File: config.mk
export PLATFORM = sky130hd
export DESIGN_NAME = pwm_gen_flat
export DESIGN_NICKNAME = d
export VERILOG_FILES = /design/src/rtl/pwm_pkg.sv /design/src/rtl/pwm_gen_if.sv /design/src/rtl/pwm_gen_duty_shadow.sv /design/src/rtl/pwm_gen.sv /design/src/flat_wrapper.sv
export SDC_FILE = /design/constraint.sdc
export NUM_CORES = 1
export LEC_CHECK = 0
export ABC_AREA = 1
export CORE_MARGIN = 2
export CORE_UTILIZATION = 38
export DETAILED_ROUTE_END_ITERATION = 12
export PLACE_DENSITY = 0.67
export SYNTH_ARGS = -nofsm -noshare
export SYNTH_HDL_FRONTEND = slang
export SYNTH_HIERARCHICAL = 1
export SYNTH_SLANG_ARGS = --single-unit
export TNS_END_PERCENT = 100
File: constraint.sdc
create_clock -name clk -period 2.93 [get_ports clk]
set_input_delay 0.293 -clock clk [delete_from_list [all_inputs] [get_ports clk]]
set_output_delay 0.293 -clock clk [all_outputs]
set_load 0.05 [all_outputs]
File: src/rtl/pwm_pkg.sv
// Shared types and defaults for the PWM generator.
// Holds the FSM state encoding and default widths.
package pwm_pkg;

    // Default width of the upstream count; period = 2**WIDTH cycles.
    localparam int PWM_WIDTH_DEF = 4;
    // Default width of the wrapping period tally.
    localparam int PCNT_W_DEF    = 8;

    typedef enum logic [1:0] {
        DISABLED  = 2'd0,
        WAIT_SYNC = 2'd1,
        RUN       = 2'd2
    } pwm_state_e;

endpackage

File: src/rtl/pwm_gen_if.sv
// Duty-cycle load channel (valid/ready) for pwm_gen.
// Ports: duty_in, duty_valid (master->slave), duty_ready (slave->master).
interface pwm_gen_if #(
    parameter int WIDTH = 4
) ();

    logic [WIDTH:0] duty_in;
    logic           duty_valid;
    logic           duty_ready;

    modport master (
        output duty_in,
        output duty_valid,
        input  duty_ready
    );

    modport slave (
        input  duty_in,
        input  duty_valid,
        output duty_ready
    );

endinterface

File: src/rtl/pwm_gen_duty_shadow.sv
// Double-buffered duty register: one pending slot plus the active duty.
// Ports: clk, reset, boundary, duty_in/valid/ready, active_duty_next.
module duty_shadow
    import pwm_pkg::*;
#(
    parameter int WIDTH = PWM_WIDTH_DEF
) (
    input  logic             clk,
    input  logic             reset,
    input  logic             boundary,
    input  logic [WIDTH:0]   duty_in,
    input  logic             duty_valid,
    output logic             duty_ready,
    output logic [WIDTH:0]   active_duty_next
);

    localparam logic [WIDTH:0] DUTY_MAX = {1'b1, {WIDTH{1'b0}}};

    logic [WIDTH:0] pending_duty_q;
    logic [WIDTH:0] pending_duty_d;
    logic [WIDTH:0] active_duty_q;
    logic [WIDTH:0] active_duty_d;
    logic           pending_flag_q;
    logic           pending_flag_d;
    logic           transfer;

    assign duty_ready = ~pending_flag_q & ~reset;
    assign transfer   = duty_valid & duty_ready;

    // A transfer needs an empty slot, so it can never coincide with a
    // commit; a value captured on a boundary waits for the next one.
    always_comb begin
        pending_duty_d = pending_duty_q;
        pending_flag_d = pending_flag_q;
        active_duty_d  = active_duty_q;
        if (boundary && pending_flag_q) begin
            active_duty_d  = pending_duty_q;
            pending_flag_d = 1'b0;
        end else if (transfer) begin
            pending_duty_d = (duty_in > DUTY_MAX) ? DUTY_MAX : duty_in;
            pending_flag_d = 1'b1;
        end
    end

    // The compare in the top uses the value being loaded this edge.
    assign active_duty_next = active_duty_d;

    always_ff @(posedge clk) begin
        if (reset) begin
            pending_duty_q <= '0;
            pending_flag_q <= 1'b0;
            active_duty_q  <= '0;
        end else begin
            pending_duty_q <= pending_duty_d;
            pending_flag_q <= pending_flag_d;
            active_duty_q  <= active_duty_d;
        end
    end

endmodule

File: src/rtl/pwm_gen.sv
// PWM generator slaved to an external free-running up-counter.
// Ports: clk, reset, count_in, enable, duty_if (load channel),
//        pwm_out, period_start, periods, running.
module pwm_gen
    import pwm_pkg::*;
#(
    parameter int WIDTH  = PWM_WIDTH_DEF,
    parameter int PCNT_W = PCNT_W_DEF
) (
    input  logic              clk,
    input  logic              reset,
    input  logic [WIDTH-1:0]  count_in,
    input  logic              enable,
    pwm_gen_if.slave          duty_if,
    output logic              pwm_out,
    output logic              period_start,
    output logic [PCNT_W-1:0] periods,
    output logic              running
);

    pwm_state_e        state_q;
    pwm_state_e        state_d;
    logic              pwm_q;
    logic              pwm_d;
    logic              period_start_q;
    logic              period_start_d;
    logic [PCNT_W-1:0] periods_q;
    logic [PCNT_W-1:0] periods_d;
    logic              boundary;
    logic [WIDTH:0]    active_duty_next;

    // Any cycle showing zero starts a period, including an upstream reset.
    assign boundary = (count_in == '0);

    duty_shadow #(
        .WIDTH (WIDTH)
    ) u_shadow (
        .clk              (clk),
        .reset            (reset),
        .boundary         (boundary),
        .duty_in          (duty_if.duty_in),
        .duty_valid       (duty_if.duty_valid),
        .duty_ready       (duty_if.duty_ready),
        .active_duty_next (active_duty_next)
    );

    always_comb begin
        state_d = state_q;
        unique case (state_q)
            DISABLED:  state_d = WAIT_SYNC;
            WAIT_SYNC: if (boundary) state_d = RUN;
            RUN:       state_d = RUN;
            default:   state_d = DISABLED;
        endcase
        if (!enable) begin
            state_d = DISABLED;
        end
    end

    // Keying outputs off the next state covers both steady RUN and the
    // WAIT_SYNC->RUN edge, and silences pwm the cycle enable drops.
    always_comb begin
        pwm_d          = 1'b0;
        period_start_d = 1'b0;
        periods_d      = periods_q;
        if (state_d == RUN) begin
            pwm_d = ({1'b0, count_in} < active_duty_next);
            if (boundary) begin
                period_start_d = 1'b1;
                periods_d      = periods_q + 1'b1;
            end
        end
    end

    always_ff @(posedge clk) begin
        if (reset) begin
            state_q        <= DISABLED;
            pwm_q          <= 1'b0;
            period_start_q <= 1'b0;
            periods_q      <= '0;
        end else begin
            state_q        <= state_d;
            pwm_q          <= pwm_d;
            period_start_q <= period_start_d;
            periods_q      <= periods_d;
        end
    end

    assign pwm_out      = pwm_q;
    assign period_start = period_start_q;
    assign periods      = periods_q;
    assign running      = (state_q == RUN);

endmodule

File: src/flat_wrapper.sv
// flat-port wrapper written by rule: the top's interface ports become plain ports
module pwm_gen_flat import pwm_pkg::*;
#(
    parameter int WIDTH  = PWM_WIDTH_DEF,
    parameter int PCNT_W = PCNT_W_DEF
)
  (clk, reset, count_in, enable, pwm_out, period_start, periods, running, duty_if_duty_in, duty_if_duty_valid, duty_if_duty_ready);
  pwm_gen_if #(.WIDTH(WIDTH)) duty_if_i ();
  input  logic clk;
  input  logic reset;
  input  logic [WIDTH-1:0] count_in;
  input  logic enable;
  output logic pwm_out;
  output logic period_start;
  output logic [PCNT_W-1:0] periods;
  output logic running;
  input wire logic [$bits(duty_if_i.duty_in)-1:0] duty_if_duty_in;
  input wire logic [$bits(duty_if_i.duty_valid)-1:0] duty_if_duty_valid;
  output wire logic [$bits(duty_if_i.duty_ready)-1:0] duty_if_duty_ready;
  assign duty_if_i.duty_in = duty_if_duty_in;
  assign duty_if_i.duty_valid = duty_if_duty_valid;
  assign duty_if_duty_ready = duty_if_i.duty_ready;
  pwm_gen #(.WIDTH(WIDTH), .PCNT_W(PCNT_W)) u_core (.clk(clk), .reset(reset), .count_in(count_in), .enable(enable), .duty_if(duty_if_i), .pwm_out(pwm_out), .period_start(period_start), .periods(periods), .running(running));
endmodule
==> results.toml <==
[worst_setup_path]
start_kind = "input pin"
slowest_delay_ns = 0.83
cp.required_ns = 2.64
crit_type = "input pin to output port"
worstPathMaxFanout = 5
worstSetupEndpointType = "output port"
worst-endpoint-arrival_ns = 1.74
cp_slowest_cell = "clkdlybuf4s50_1"
crit_top_cell = "clkdlybuf4s50_1"
crit_chain = "clkdlybuf4s50_1, nor2_4, clkdlybuf4s50_1"

[power]
clkPwrFrac_pct = 27.3
ir_drop_mv = 0.168
power.share.combinational_pct = 12.3
p_seq_share_pct = 60.4
p_sw_mw = 0.137
power_leakage_nw = 0.687
power.density_nw_per_um2 = 355
switching_share_pct = 25.5
p_int_mw = 0.401
power_mw = 0.538

[timing]
fmaxAchievable_mhz = 491
fin_worst_skew_ns = 0.0130
worst_pin_slew_ns = 0.503
worst_slack_ns = 0.895
final.min_clock_period_ns = 2.04
fin_crit_sh_pct = 69.5
final-hold-violation-count = 0
max_slew_margin_pct = 66.4
tns_ns = 0
rsz0062_at_grt = "no"
finalSetupViolations = 0
slew_violations = 0

[clocking]
cts_resized = 0
post_cts_buffers = 0
cts_tree = "built"
cts_buffers = 3
cts_root_buf = "clkbuf_4"
clkSlewWorstSetupHoldPaths_ns = 0.12
holdBufCountCts = 0
h-tree-depth = 1
cts_sinks = 23
clock_latency_ns = 0.31
clock_path_buffers = 2

[global_route]
grt_first_pass_wirelength_mm = 3.89
grt_max_degree = 20
antenna_found_initial = 0
grt_usage_pct = 13.8
grt_pass1_vias = 944
grt-ovfl-total = 0

[logic_synthesis]
syn_nets = 188
synth-edff-count = 0
syn_avg_cell_area_um2 = 7.11
synthTopCellsByArea = "dfxtp_1, nand2_1, inv_1, ha_1, nor2_1"
synth_flop_cell = "dfxtp_1"
netlist.area_leader.share_pct = 37.9
yosysUniqueCellTypes = 25
yosysTopAreaCell = "dfxtp_1"
yosysSeqAreaShare_pct = 37.9
postSynthCellCount = 171
synth_warnings = 6
syn_area_um2 = 1220
synthArstFlopShare_pct = 0
ys_ff_latch = 23

[finish]
area.growth.synth_to_final_pct = 24.4
fillers = 318
drive_gt1_share_pct = 15.8
final_util_pct = 49.5
diodes = 0
num-nets-final = 214
fin_area_um2 = 1510

[floorplan]
fp.dieW_um = 60.6
num_rows = 20
core_um2 = 3050
dieArea_um2 = 3670
pin_count = 25
die_h_um = 60.6
initial_core_util_pct = 39.8

[detailed_routing]
via_per_inst = 4.38
first_pass_iters = 5
wl_per_cell_um = 9.48
drt-total-wl_mm = 2.27
vias = 1052
ant_nets = 0
first_iter_violations = 21
drc = 0

[placement]
routabilityCongestion = 0.836
place_ws_ns = 0.574
portBuffers = 24
hpwl_mm = 1.76
placed_area_um2 = 1490

[hold_path]
hp-class = "flip-flop to flip-flop"

[run]
drv_cap = 0

[run_status]
status = "finished, final reports clean"
[power by group through the flow]
stage,logic [mW],registers [mW],clock network [mW]
after floorplan,0.0389,0.331,0
after global placement,0.0645,0.331,0
after detailed placement,0.0666,0.332,0
after CTS,0.0670,0.325,0.155
after global routing,0.0740,0.326,0.166
final,0.0663,0.325,0.147
[registers in the layout, indices dropped and copies added (netlist names)]
signal                          flops
u_core/period_start                 1
u_core/periods                      8
u_core/pwm_out                      1
u_core/state_q                      2
u_core/u_shadow/active_duty_q       5
u_core/u_shadow/pending_duty_q      5
u_core/u_shadow/pending_flag_q      1
[critical path, delay by kind of cell]
kind / cells / cell delay [ns]
buffers and inverters: 2 / 1.28
and+or+nand+nor: 1 / 0.17
[cell families after synthesis]
family | share of synthesized area (%)
adder cells (fa/ha/maj) | 4.12
AND/OR/NAND/NOR | 30.6
XOR/XNOR | 1.44
flip-flops | 37.9
buffers and inverters | 14.5
AO/OA/AOI/OAI | 11.5
[metal layers]
metal	global-route usage, %	vias up	routed length [µm]
met5	0	-	0
met4	6.52	0	27
met3	2.13	2	85
met2	22.4	16	1060
met1	17.8	469	1100
li1	-	565	-
[Yosys cell counts, drive strengths merged (2+ instances only)]
cell,number
a21oi,10
ha,4
nand2,43
nand3,9
buf,3
o21ai,11
nor3,2
nor2,23
inv,37
dfxtp,23
[cell usage in the layout (no fill, tap or decap), drive strengths merged, types with 3 or more instances in the layout]
cell / Yosys / layout
clkbuf: 1 / 3
dfxtp: 23 / 23
ha: 4 / 4
nand3: 9 / 9
o21ai: 11 / 11
clkdlybuf4s50: 0 / 24
nor2: 23 / 23
a21oi: 10 / 10
inv: 37 / 37
nand2: 43 / 43
[path summary, 6_finish.rpt]
check,startpoint,slack (ns),to,cells after the start
max reg2reg,u_core/u_shadow/pending_flag_q,1.11,u_core/pwm_out,11
min reg2reg,u_core/u_shadow/pending_duty_q[4],0.50,u_core/u_shadow/pending_duty_q[4],2
max,reset,0.89,duty_if_duty_ready,3
min,u_core/u_shadow/pending_duty_q[4],0.50,u_core/u_shadow/pending_duty_q[4],2
[per-stage QoR]
stage	instances	hold WS, ns
after floorplan	171	0.396
after global routing	240	0.505
after CTS	240	0.492
after global placement	236	0.475
after detailed placement	236	0.473
final	240	0.496
[cell type report]
class / count / area (µm²) / area share [%]
clock buffer: 3 / 22.5 / 1.49
timing repair buffer: 25 / 248 / 16.4
clock inverter: 1 / 5.00 / 0.331
multi-input combinational: 106 / 579 / 38.3
tap: 44 / 55.1 / 3.64
inverter: 38 / 143 / 9.43
sequential: 23 / 460 / 30.4
Note: power is estimated with default switching activity, not from simulation.
